<file path="src/rtl/fetch_unit.sv">
// Instruction fetch stage: PC generation, credit-limited imem requests,
// {pc, opcode} buffer to the decoder, redirect squash and WFI sleep/wake.
module fetch_unit #(
  parameter logic [31:0] RESET_PC = 32'h0000_0000,
  parameter int          DEPTH    = 2
) (
  input  logic        clk,
  input  logic        rst_n,
  output logic        imem_req_valid,
  input  logic        imem_req_ready,
  output logic [31:0] imem_req_addr,
  input  logic        imem_rsp_valid,
  input  logic [31:0] imem_rsp_data,
  input  logic        redirect_valid,
  input  logic [31:0] redirect_pc,
  input  logic        sleep_req,
  input  logic        wake,
  output logic        inst_valid,
  input  logic        inst_ready,
  output logic [31:0] inst_opcode,
  output logic [31:0] inst_pc,
  output logic        sleeping
);

  localparam int CW = $clog2(DEPTH + 1);
  localparam int PW = (DEPTH > 1) ? $clog2(DEPTH) : 1;
  localparam logic [CW:0]   DEPTH_W = (CW + 1)'(DEPTH);
  localparam logic [PW-1:0] LAST_PTR = PW'(DEPTH - 1);

  typedef enum logic {RUN, SLEEP} state_t;

  state_t        state_reg, state_next;
  logic [31:0]   pc_reg, rsp_pc_reg;
  logic [CW-1:0] outstanding_reg, drop_cnt_reg, count_reg;
  logic [PW-1:0] rd_ptr_reg, wr_ptr_reg;
  logic [31:0]   op_arr [DEPTH];
  logic [31:0]   tag_arr [DEPTH];

  logic [CW:0]   credit_used;
  logic [31:0]   redirect_aligned;
  logic          req_fire, push, pop;

  assign credit_used      = {1'b0, outstanding_reg} + {1'b0, count_reg};
  assign redirect_aligned = redirect_pc & ~32'h3;
  assign req_fire         = imem_req_valid & imem_req_ready;
  assign push             = imem_rsp_valid & (drop_cnt_reg == '0) & ~redirect_valid;
  assign pop              = inst_valid & inst_ready & ~redirect_valid;

  assign imem_req_addr = pc_reg;
  assign inst_valid    = (count_reg != '0);
  assign inst_opcode   = op_arr[rd_ptr_reg];
  assign inst_pc       = tag_arr[rd_ptr_reg];

  function automatic logic [PW-1:0] ptr_inc(input logic [PW-1:0] p);
    return (p == LAST_PTR) ? '0 : p + 1'b1;
  endfunction

  always_ff @(posedge clk) begin
    if (!rst_n) state_reg <= RUN;
    else        state_reg <= state_next;
  end

  always_comb begin
    state_next = state_reg;
    case (state_reg)
      RUN:     if (sleep_req && !wake) state_next = SLEEP;
      SLEEP:   if (wake)               state_next = RUN;
      default: state_next = RUN;
    endcase
  end

  always_comb begin
    imem_req_valid = rst_n & (state_reg == RUN) & ~redirect_valid & (credit_used < DEPTH_W);
    sleeping       = (state_reg == SLEEP);
  end

  // A redirect squashes the buffer and marks every word still in flight for dropping.
  always_ff @(posedge clk) begin
    if (!rst_n) begin
      pc_reg          <= RESET_PC;
      rsp_pc_reg      <= RESET_PC;
      outstanding_reg <= '0;
      drop_cnt_reg    <= '0;
      count_reg       <= '0;
      rd_ptr_reg      <= '0;
      wr_ptr_reg      <= '0;
    end else begin
      outstanding_reg <= outstanding_reg + CW'(req_fire) - CW'(imem_rsp_valid);
      if (redirect_valid) begin
        pc_reg       <= redirect_aligned;
        rsp_pc_reg   <= redirect_aligned;
        drop_cnt_reg <= outstanding_reg - CW'(imem_rsp_valid);
        count_reg    <= '0;
        rd_ptr_reg   <= '0;
        wr_ptr_reg   <= '0;
      end else begin
        if (req_fire) pc_reg <= pc_reg + 32'd4;
        if (imem_rsp_valid) begin
          if (drop_cnt_reg != '0) drop_cnt_reg <= drop_cnt_reg - 1'b1;
          else                    rsp_pc_reg   <= rsp_pc_reg + 32'd4;
        end
        count_reg <= count_reg + CW'(push) - CW'(pop);
        if (push) wr_ptr_reg <= ptr_inc(wr_ptr_reg);
        if (pop)  rd_ptr_reg <= ptr_inc(rd_ptr_reg);
      end
    end
  end

  genvar gi;
  generate
    for (gi = 0; gi < DEPTH; gi++) begin : g_entry
      logic [31:0] op_reg, tag_reg;
      always_ff @(posedge clk) begin
        if (!rst_n) begin
          op_reg  <= '0;
          tag_reg <= '0;
        end else if (push && (wr_ptr_reg == PW'(gi))) begin
          op_reg  <= imem_rsp_data;
          tag_reg <= rsp_pc_reg;
        end
      end
      assign op_arr[gi]  = op_reg;
      assign tag_arr[gi] = tag_reg;
    end
  endgenerate

  always_ff @(posedge clk) begin
    if (rst_n) assert (credit_used <= DEPTH_W);
  end

endmodule

</file>
<file path="config.mk">
export PLATFORM = sky130hd
export DESIGN_NAME = fetch_unit
export DESIGN_NICKNAME = d
export VERILOG_FILES = /design/src/rtl/fetch_unit.sv
export SDC_FILE = /design/constraint.sdc
export NUM_CORES = 1
export LEC_CHECK = 0
export BUFFER_PORTS_ARGS = -buffer_cell sky130_fd_sc_hd__buf_2
export CAP_MARGIN = 20
export CORE_AREA = 4 4 250 130
export DETAILED_ROUTE_END_ITERATION = 16
export DIE_AREA = 0 0 254 134
export PLACE_DENSITY = 0.55
export SKIP_CTS_REPAIR_TIMING = 1
export SYNTH_ARGS = -nofsm -noshare
export SYNTH_HDL_FRONTEND = slang
export SYNTH_SLANG_ARGS = --single-unit
</file>
<file path="constraint.sdc">
create_clock -name clk -period 6 [get_ports clk]
set_clock_uncertainty 0.2 [all_clocks]
set_input_delay 0.6 -clock clk [delete_from_list [all_inputs] [get_ports clk]]
set_output_delay 0.6 -clock clk [all_outputs]
set_load 0.005 [all_outputs]
</file>
# After elaboration in Yosys (flattened, before gate mapping)
# Cells that the tools add are included.
# W data, S select, Z words.
dict set report word_totals {
  input_bits 72
  out_inout_bits 99
  word_cells 75
  mem_count 0
  ram_bits 0
  latch_bits 0
  romBits 0
  ff_bits 201
}
dict set report op_classes {
  shift 0
  reduce_logical 14
  eq_ne 1
  n_bitwise 14
  multipliers 0
  n_mux 19
  div_mod_pow 0
  order_cmp 2
  add_sub_neg 11
}
# operator count
set op_table {}
lappend op_table {{$mux W32} 11}
lappend op_table {{$add A32 B3 Y32 const B} 2}
lappend op_table {{$reduce_bool A2 Y1} 5}
lappend op_table {{$and A1 B1 Y1} 8}
lappend op_table {{$mux W2} 3}
lappend op_table {{$reduce_and A2 Y1} 3}
lappend op_table {{$sub A2 B1 Y2} 3}
lappend op_table {{$not A1 Y1} 5}
lappend op_table {{$add A2 B1 Y2} 2}
lappend op_table {{$mux W1} 4}
lappend op_table {{$add A2 B2 Y3} 1}
lappend op_table {{$logic_and A1 B1 Y1} 3}
lappend op_table {{$lt A3 B2 Y1 const B} 1}
lappend op_table {{$add A1 B1 Y1 const B} 2}
lappend op_table {{$ge A2 B2 Y1 const B} 1}
lappend op_table {{$logic_not A2 Y1} 1}
lappend op_table {{$ne A2 B2 Y1 const B} 1}
lappend op_table {{$not A1 Y2} 1}
lappend op_table {{$pmux W1 S2} 1}
lappend op_table {{$reduce_or A2 Y1} 1}
lappend op_table {{$sub A2 B1 Y2 const B} 1}
lappend op_table {{$logic_not A1 Y1} 1}

# Longest topological paths before layout
# Gate-level depths: netlist of run 1.
dict set report logic_depth {
  ltp_word 7
  depth_mapped 11
  ltp_nobuf 11
}

# Worst setup path before layout of run 1
# No wires, ideal clock.
dict set report synth_timing {
  path_type {register -> register}
  from {register outstanding_reg[0]}
  to {register outstanding_reg[1]}
  path_slack_ns 3.207
  path_stages_with_launch 12
  path_buffers 1
  t_required_ns 5.685
  arrival_time_ns 2.478
  synth_period_minus_slack_ns 2.793
  setup_ns 0.115
  cell_sequence {dfxtp_1 > and2_1 > fa_1 > or4b_1 > buf_2 > nor2_4 > inv_1 > ha_1 > inv_1 > ha_1 > xnor2_1 > and2_1}
}
dict set report synth_via {
  elab_chain_cells 6
}
# element line
set synth_lines {}
lappend synth_lines {{from (decl)} 34} ;# logic [CW-1:0] outstanding_reg, drop_cnt_reg, count_reg;
lappend synth_lines {{from (signal assigned)} 88} ;# outstanding_reg <= outstanding_reg + CW'(req_fire) - CW'(imem_rsp_valid);
lappend synth_lines {{$add A2 B2 Y3} 43} ;# assign credit_used = {1'b0, outstanding_reg} + {1'b0, count_reg};
lappend synth_lines {{$lt A3 B2 Y1} 73} ;# imem_req_valid = rst_n & (state_reg == RUN) & ~redirect_valid & (credit_used < DEPTH_W);
lappend synth_lines {{$and A1 B1 Y1} 73}
lappend synth_lines {{$and A1 B1 Y1} 45} ;# assign req_fire = imem_req_valid & imem_req_ready;
lappend synth_lines {{$add A2 B1 Y2 *} 88}
lappend synth_lines {{$sub A2 B1 Y2 *} 88}
# Every way passes the cells marked *; elsewhere a longest branch is shown, timed or not.
# A chain may end at the register's enable or synchronous reset.

# Final worst setup path of run 1
dict set report layout_timing {
  from {register rd_ptr_reg}
  to {output inst_pc[16]}
}
dict set report layout_via {
  elab_chain_cells 4
}
# element line
set layout_lines {}
lappend layout_lines {{from (decl)} 35} ;# logic [PW-1:0] rd_ptr_reg, wr_ptr_reg;
lappend layout_lines {{from (signal assigned)} 104} ;# if (pop) rd_ptr_reg <= ptr_inc(rd_ptr_reg);
lappend layout_lines {{$not A1 Y2 (not written as such)} 52} ;# assign inst_pc = tag_arr[rd_ptr_reg];
lappend layout_lines {{$mux W32 (not written as such) (3 in series)} 52}
lappend layout_lines {{to (decl)} 21} ;# output logic [31:0] inst_pc,
# No other way between the ends. The select of a mux whose other input is x is not followed.

==> impl_results.md, run 1 <==
- CP max stage cell: dfxtp_2
- Critical Path Fanout Max: 40
- Vias/cell: 4.78
- Worst path max stage delay: 0.79 ns
- Top cells by area, synth: dfxtp_1, nand2_1, a21boi_0
- Share of layout cells above drive strength 1: 0.242
- RSZ-0062 raised after global routing: false
- Hold Fails Final Rpt: 0
- Status: complete, no violations
- DRT met1 WL: 11.1 mm
- Syn Std Cell Area: 0.00896 mm^2
- Area growth, synth to finish: 19.5%
- DR iter-0 viols: 477
- Max Cap Viol: 0
- Worst setup path class: reg -> out
- Seq cells post-synth: 193
- Clk_lat worst skew: 0.45 ns
- FF/Latch Area: 0.00386 mm^2
- Final Util: 0.356
- Port buffer count: 164
- TritonCTS clock tree: built
- CP Cell Sequence: buf_4, mux2_2, buf_2
- Gr usage total: 0.150
- DR top layer: met5
- Initial antenna violation count: 1
- Reg clk slew, reported paths: 0.08 ns
- Fmax: 304 MHz
- Share of the synthesized area in the top cell type: 0.431
- Setup Viol. Count Final: 0
- Post-Synth Simple-Gate Area: 0.208
- Remaining antenna violation count: 0
- Final #Nets: 1256
- Chip width: 254 um
- Gp weighted congestion: 0.808
- Syn Inst Count: 1060
- Sum Neg Setup Slack: 0 ns
- Worst hold slack: 0.101 ns
- Placed Cells: 1555
- Wire per inst: 16.1 um
- Post-synthesis xor/xnor area fraction: 0.0587
- Main combinational cell family by area after synthesis: simple AND/OR/NAND/NOR gates
- First-pass GRT wire length: 40.3 mm
- CP Launch Type: register
- DRC viols: 0
- HP Class: in -> reg
- Met3 routed WL: 1.03 mm
- Largest register FFs: 64
- LEAKAGE: 4.07 nW
- Initial DRT Pass Iterations: 5
- H-tree depth: 4
- Critical Path Sink Type: primary output
- Clock buffer depth: 2
- Core ar.: 0.0301 mm^2
- Syn_area_per_cell: 8.45 um^2
- Commonest cells in the netlist: nand2_1, dfxtp_1, a21boi_0
- Max-slew violation count: 0
- # IOs: 171
- Placement Rows: 45
- Multi-input gate area: 0.00473 mm^2
- Worst Tran Pin Value: 0.923 ns
- Die area: 0.0340 mm^2
- Placed Area: 0.0100 mm^2
- Wire length on met2: 12.9 mm
- CTS Root Cell: clkbuf_16
- Max_slew headroom: 0.380
- Synth Area in Compound Gates: 0.166
- Asr flop ratio synth: 0
- Period Utilization, post-route: 0.547
- Most frequent cell after synthesis: nand2_1
- Clk sink count: 193
- Sequential share of the synthesized area: 0.431
- Via count: 7589
- Cell taking the most area after synthesis: dfxtp_1
- Main synth FF type: dfxtp_1
- Fin crit period: 3.28 ns
- Multiplexer share of the synthesized area: 0.0791
- Total CTS buffers: 17
- Hpwl dp: 17.5 mm
- Post-route non-filler standard cell count: 1587
- Inserted Diodes: 0
- Design Area, Final: 0.0107 mm^2
- Filler cell count: 3103
- Initial Util: 0.298
- DRT Wirelength: 25.6 mm
- R2r setup slk: 2.94 ns
- WP data arrival: 2.48 ns
- Synth cell types: 49
- Power Density: 276 mW/mm^2
- Largest net degree at the start of global routing: 86
- VDD IR max: 0.000185 V
- Fraction of the mapped netlist area in adder cells: 0.0134
- Post-synth EDFFs: 0
- Number of global-route vias before repair: 7547
- Yosys warning count: 0
- Critical Path RT: 5.20 ns
- Die Span Y: 134 um
- Grt ovf: 0
## kinds of logic (layout without fill, tap and decap cells)
family / count (synthesis) / in the layout
AOI/OAI and AO/OA: 226 / 226
xor gates and xnor gates: 60 / 60
adders and majority gates: 9 / 9
buffers and inverters: 96 / 221
DFF: 193 / 193
muxes: 63 / 63
other: 1 / 4
and+or+nand+nor: 412 / 412
## routing by layer
metal,global-route usage,up-vias
met5,0,-
met4,0.0499,2
met3,0.0405,30
met2,0.264,130
met1,0.178,3619
li1,-,3808
## area by class of cell
type	instances	share of cell area
Inverter	17	0.00596
Timing Repair Buffer	172	0.0826
Clock inverter	14	0.0207
Sequential cell	193	0.361
Multi-Input combinational cell	774	0.442
Tap cell	399	0.0467
Clock buffer	18	0.0410
## placed cells by master (no fill, tap or decap), types with 7 or more instances in the layout
cell	n
a21boi_0	124
a21oi_1	49
and2_1	7
and3_1	13
buf_2	163
buf_4	9
clkbuf_16	17
dfxtp_1	192
ha_1	8
inv_1	16
mux2_2	62
nand2_1	288
nand3_1	19
nand4_1	24
nor2_1	18
nor3_1	7
o21ai_0	38
xnor2_1	27
xor2_1	33
## critical path, delay by kind of cell, from the launching register on
kind                   cells  cell delay, ns
multiplexers               1            0.43
buffers and inverters      2            0.76
flip-flops                 1            0.79
## where the power goes
part / leakage [nW] / internal, mW / switching, mW
Combinational: 2.18 / 0.127 / 0.167
Sequential: 1.58 / 1.34 / 0.0589
Clock: 0.316 / 0.724 / 0.545
## final timing paths
check	end	startpoint	cells after the start
worst max-delay path	inst_pc[16]	rd_ptr_reg	3
worst min-delay path	sleeping	wake	2
worst max register to register	outstanding_reg[1]	outstanding_reg[0]	10
worst min register to register	g_entry[1].tag_reg[14]	g_entry[1].tag_reg[14]	2
## through the flow
stage               power (mW)  setup WS, ns
floorplan                 1.60          3.21
global placement          1.71          2.94
detailed placement        1.72          2.85
CTS                       3.00          2.68
global route              3.09          2.64
finish                    2.96          2.72
No activity file was read; power rests on OpenSTA's default activity.
==> run 2: changes to the inputs <==
Clock period 6 ns to 3.1 ns, I/O delays scaled along.
==> run 2 against run 1 <==
  * Non-clock buffer count is 43 higher
  * First-iteration DRC count shrank 3.6%
  * Sequential power up 94%
  * Core utilization increased by 1.4 points
  * Critical path type unchanged
  * The flow now finishes with violations (hold timing)
==> impl_results.md, run 2 (synthesized netlist as in run 1, its figures left out) <==
- Status: complete, but fails checks
- Worst Setup SP: outstanding_reg[0]
- Total CTS buffers: 17 (unchanged)
- Setup Viol. Count Final: 0 (unchanged)
- Grt ovf: 0 (unchanged)
- DR iter-0 viols: 460 (-3.6%)
- Clk sink count: 193 (unchanged)
- Area growth, synth to finish: 24.3%
- Filler cell count: 3098 (-0.16%)
- DRC viols: 0 (unchanged)
- WP data arrival: 2.47 ns (about the same)
- Failing checks: hold timing
- Gr usage total: 0.152 (+0.00196)
- TritonCTS clock tree: built
- Hold Fails Final Rpt: 1 (+1)
- LEAKAGE: 4.25 nW (+4.3%)
- Hpwl dp: 17.9 mm (+1.9%)
- Leading cell type in the layout, fill and taps excluded: nand2_1
- Remaining antenna violation count: 0 (unchanged)
- Core ar.: 0.0301 mm^2 (unchanged)
- Clk_lat worst skew: 0.44 ns (about the same)
- Commonest non-fill, non-tap cells in the layout: nand2_1, dfxtp_1, buf_2, a21boi_0, mux2_2
- Sum Neg Setup Slack: 0 ns (unchanged)
- Final #Nets: 1299 (+3.4%)
- Max_slew headroom: 0.515 (+0.135)
- Worst hold start: redirect_pc[3]
- Die area: 0.0340 mm^2 (unchanged)
- Initial antenna violation count: 0 (-1)
- Power Density: 496 mW/mm^2 (+80%)
- Worst Tran Pin Value: 0.723 ns (-0.200 ns)
- Vias/cell: 4.79 (about the same)
- Most used routing layer: met2
- Combinational power share: 0.116 (+0.017)
- Initial Util: 0.298 (unchanged)
- Sequential share of power: 0.489 (+0.017)
- Gp weighted congestion: 0.844 (+4.6%)
- Die Span Y: 134 um (unchanged)
- Max-slew violation count: 0 (unchanged)
- Placement Rows: 45 (unchanged)
- Clk pwr share: 0.396 (-0.033)
- CTS Root Cell: clkbuf_16
- FF/Latch Area: 0.00386 mm^2 (unchanged)
- Number of global-route vias before repair: 7569 (+0.29%)
- RR Startpoint: outstanding_reg[0]
- HP Class: in -> reg
- Reg clk slew, reported paths: 0.08 ns (about the same)
- Critical Path RT: 2.59 ns (-2.61 ns)
- Share of layout cells above drive strength 1: 0.236 (-0.00519)
- Largest register FFs: 64 (unchanged)
- First-pass GRT wire length: 40.9 mm (+1.6%)
- Multi-input gate area: 0.00473 mm^2 (unchanged)
- Fin crit period: 2.98 ns
- H-tree depth: 4 (unchanged)
- Inserted Diodes: 0 (unchanged)
- Largest net degree at the start of global routing: 169 (+97%)
- Grt met3 use: 0.0360 (-0.00446)
- Critical Path Fanout Max: 5 (-88%)
- Period Utilization, post-route: 0.960
- Global Route met2 Usage: 0.269 (+0.00538)
- RSZ-0062 raised after global routing: false
- Clock buffer depth: 2 (unchanged)
- Final Power: 5.53 mW (+87%)
- Wire per inst: 16.3 um (+1.4%)
- M1 GR Usage: 0.182 (+0.00481)
- Critical Path Sink Type: primary output
- Switching Fraction: 0.273 (+0.0130)
- Worst hold slack: -0.00328 ns (-0.104 ns)
- Port buffer count: 164 (unchanged)
- Via count: 7802 (+2.8%)
- Chip width: 254 um (unchanged)
- NetSw: 1.51 mW (+96%)
- Worst setup path class: reg -> out
- Initial DRT Pass Iterations: 5 (unchanged)
- Internal: 4.01 mW (+84%)
- # IOs: 171 (unchanged)
- DRT Wirelength: 26.6 mm (+4.1%)
- Fmax: 336 MHz
- VDD IR max: 0.000276 V (+49%)
- CP Launch Type: register
- Max Cap Viol: 0 (unchanged)
run 2: cell types whose count changed in the layout (fill, tap and decap cells not counted), moves of 2 or more:
cell / previous run / this run
clkinvlp_4: 2 / 4
dlygate4sd3_1: 0 / 38
buf_4: 9 / 6
buf_12: 0 / 8
bufinv_16: 4 / 1
run 2: final timing paths:
| path | cells after the start | to | slack [ns] |
|---|---|---|---|
| max | 6 | imem_req_valid | 0.12 |
| min | 3 | rsp_pc_reg[3] | -0.003 |
| max reg2reg | 10 | outstanding_reg[1] | 0.19 |
| min reg2reg | 2 | g_entry[0].op_reg[13] | 0.26 |
run 2: layout make-up:
cell class / count / area share
Sequential cell: 193 / 0.347
Tap cell: 399 / 0.0448
Clock inverter: 14 / 0.0132
Timing Repair Buffer: 215 / 0.126
Multi-Input combinational cell: 774 / 0.425
Clock buffer: 18 / 0.0386
Inverter: 17 / 0.00573
run 2: critical path: stages, from the launching register on:
cell and delay (ns):
dfxtp_1 0.33, and2_1 0.17, fa_1 0.48, or4b_1 0.59
buf_4 0.20, nor2_1 0.11, buf_2 0.14
run 2: routing by layer:
| layer | part of all wire | vias up |
|---|---|---|
| li1 | - | 3892 |
| met4 | 0.024 | 0 |
| met3 | 0.039 | 31 |
| met5 | 0 | - |
| met1 | 0.43 | 3758 |
| met2 | 0.50 | 121 |
run 2: power groups by stage:
stage               Sequential, mW  Clock (mW)  Combinational (mW)
floorplan                     2.72           0               0.369
global placement              2.75           0               0.594
detailed placement            2.76           0               0.606
CTS                           2.70        2.27               0.610
global route                  2.72        2.36               0.708
finish                        2.70        2.19               0.639
run 2: metrics by stage:
step / setup WS [ns] / hold slack, ns / cell area, um^2 / cells / util
CTS: 0.0919 / -0.194 / 10800 / 1592 / 0.358
floorplan: 0.307 / 0.186 / 8970 / 1063 / -
global route: 0.0460 / 0.00334 / 11100 / 1630 / 0.370
finish: 0.123 / -0.00328 / 11100 / 1630 / 0.370
global placement: 0.228 / 0.247 / 10200 / 1560 / 0.338
detailed placement: 0.213 / 0.254 / 10200 / 1560 / 0.338
==> run 3: changes to the inputs <==
Settings changed: CTS_BUF_LIST set to sky130_fd_sc_hd__clkbuf_16, PLACE_DENSITY 0.55 to 0.49, SKIP_LAST_GASP set to 1.
==> run 3 against run 2 <==
  * The run now ends clean
  * Critical path depth unchanged
  * First-iteration DRC count down 12%
  * Total power down 1.1%
  * Final area down 0.80%
  * Worst hold slack better by 0.0054 ns
  * Worst setup slack better by 0.011 ns
  * Sequential cell count unchanged
  * Sequential power about the same
  * Fmax up 0.36%
  * Wire length up 1.0%
==> impl_results.md, run 3 (synthesized netlist as in run 1, its figures left out) <==
- Status: complete, no violations
- Clk pwr share: 0.389 (-0.007)
- Commonest non-fill, non-tap cells in the layout: nand2_1, dfxtp_1, buf_2, a21boi_0, mux2_2
- Clock buffer depth: 2 (unchanged)
- WP data arrival: 2.46 ns (about the same)
- DRT Wirelength: 26.9 mm (+1.0%)
- NetSw: 1.42 mW (-6.0%)
- VDD IR max: 0.000281 V (+1.9%)
- Number of global-route vias before repair: 7521 (-0.63%)
- Clk sink count: 193 (unchanged)
- Total CTS buffers: 17 (unchanged)
- Setup ws final: 0.134 ns (+0.0107 ns)
- Worst Tran Pin Value: 0.709 ns (-0.0144 ns)
- Critical Path Fanout Max: 5 (unchanged)
- Chip width: 254 um (unchanged)
- Fin crit period: 2.97 ns (-0.0107 ns)
- Gp weighted congestion: 0.814 (-3.6%)
- DRC viols: 0 (unchanged)
- LEAKAGE: 4.24 nW (-0.27%)
- DR iter-0 viols: 405 (-12%)
- Largest register FFs: 64 (unchanged)
- # IOs: 171 (unchanged)
- Hpwl dp: 17.9 mm (+0.20%)
- Initial Util: 0.298 (unchanged)
- Max Cap Viol: 0 (unchanged)
- TritonCTS clock tree: built
- Final #Nets: 1297 (-0.15%)
- Post-route non-filler standard cell count: 1627 (-0.18%)
- Sequential share of power: 0.495 (+0.006)
- Initial DRT Pass Iterations: 5 (unchanged)
- Max_slew headroom: 0.525 (+0.00962)
- Final Power: 5.46 mW (-1.1%)
- CP Launch Type: register
- Setup Viol. Count Final: 0 (unchanged)
- Gr usage total: 0.155 (+0.00286)
- Area growth, synth to finish: 23.3%
- Sum Neg Setup Slack: 0 ns (unchanged)
- Wire per inst: 16.5 um (+1.2%)
- First-pass GRT wire length: 41.4 mm (+1.2%)
- RSZ-0062 raised after global routing: false
- Combinational power share: 0.116 (about the same)
- Share of layout cells above drive strength 1: 0.235 (-0.00187)
- Largest net degree at the start of global routing: 169 (unchanged)
- Clk_lat worst skew: 0.44 ns (about the same)
- H-tree depth: 4 (unchanged)
- Grt ovf: 0 (unchanged)
- Port buffer count: 164 (unchanged)
- Critical Path Sink Type: primary output
- Leading cell type in the layout, fill and taps excluded: nand2_1
- Via count: 7775 (-0.35%)
- Period Utilization, post-route: 0.957 (-0.00344)
- CTS Root Cell: clkbuf_16
- Placement Rows: 45 (unchanged)
- Hold Fails Final Rpt: 0 (-1)
- Inserted Diodes: 0 (unchanged)
- Die area: 0.0340 mm^2 (unchanged)
- Core ar.: 0.0301 mm^2 (unchanged)
- Switching Fraction: 0.260 (-0.0134)
- Vias/cell: 4.78 (-0.16%)
- HP Class: in -> reg
- Placed Cells: 1562 (+0.13%)
- Filler cell count: 3060 (-1.2%)
- Reg clk slew, reported paths: 0.07 ns (about the same)
- Power Density: 495 mW/mm^2 (-0.33%)
- Die Span Y: 134 um (unchanged)
- Max-slew violation count: 0 (unchanged)
- Worst setup path class: reg -> out
- Initial antenna violation count: 0 (unchanged)
- Fmax: 337 MHz (+0.36%)
- Internal: 4.04 mW (+0.70%)
- Critical Path RT: 2.59 ns (about the same)
- Remaining antenna violation count: 0 (unchanged)
- Pre-CTS WS: 0.226 ns (+0.0123 ns)
## run 3: cell types whose count changed in the layout (fill, tap and decap cells not counted), sizes merged
cell / before / now
bufinv: 1 / 2
clkbuf: 18 / 17
buf: 177 / 179
dlygate4sd3: 38 / 34
inv: 23 / 20
clkinvlp: 4 / 1
clkinv: 3 / 8
## run 3: power by group through the flow
| stage | clock [mW] | combinational, mW | sequential [mW] |
|---|---|---|---|
| 3_3_place_gp | 0 | 0.600 | 2.75 |
| 5_1_grt | 2.28 | 0.707 | 2.72 |
| 2_1_floorplan | 0 | 0.369 | 2.72 |
| 3_5_place_dp | 0 | 0.606 | 2.76 |
| 4_1_cts | 2.20 | 0.610 | 2.70 |
| 6_report | 2.13 | 0.634 | 2.70 |
## run 3: layout make-up
| class | instances | area (um^2) | share of cell area |
|---|---|---|---|
| well taps | 399 | 499 | 0.0452 |
| inverters | 17 | 63.8 | 0.00578 |
| clock inverters | 14 | 124 | 0.0112 |
| flip-flops and latches | 193 | 3860 | 0.350 |
| clock buffers | 17 | 425 | 0.0385 |
| multi-input cells | 774 | 4730 | 0.428 |
| repair buffers | 213 | 1340 | 0.121 |
## run 3: per-stage QoR
step | hold WS [ns] | instance area [um^2] | utilization
floorplan | 0.186 | 8970 | -
finish | 0.00216 | 11000 | 0.367
global placement | 0.246 | 10200 | 0.338
CTS | -0.194 | 10700 | 0.356
detailed placement | 0.254 | 10200 | 0.338
global route | 0.000879 | 11000 | 0.367
## run 3: final timing paths
path,slack (ns),to,startpoint,depth (start not counted)
setup reg to reg,0.20,outstanding_reg[1],outstanding_reg[0],10
hold / removal,0.002,rsp_pc_reg[23],redirect_pc[23],3
hold reg to reg,0.26,g_entry[1].tag_reg[6],g_entry[1].tag_reg[6],2
setup / recovery,0.13,imem_req_valid,outstanding_reg[0],6
## run 3: layer usage
metal  GRT usage  wire (um)  part of all wire  vias up
li1            -          -                 -     3884
met1       0.198      12300              0.46     3739
met2       0.266      13300              0.49      133
met3      0.0335        973             0.036       19
met4      0.0390        322             0.012        0
met5           0          0                 0        -
## run 3: worst max-delay path, stage by stage (launching register included)
cell and delay [ns]:
dfxtp_1 0.32, and2_1 0.16, fa_1 0.49, or4b_1 0.60, buf_4 0.20, nor2_1 0.10
buf_2 0.13
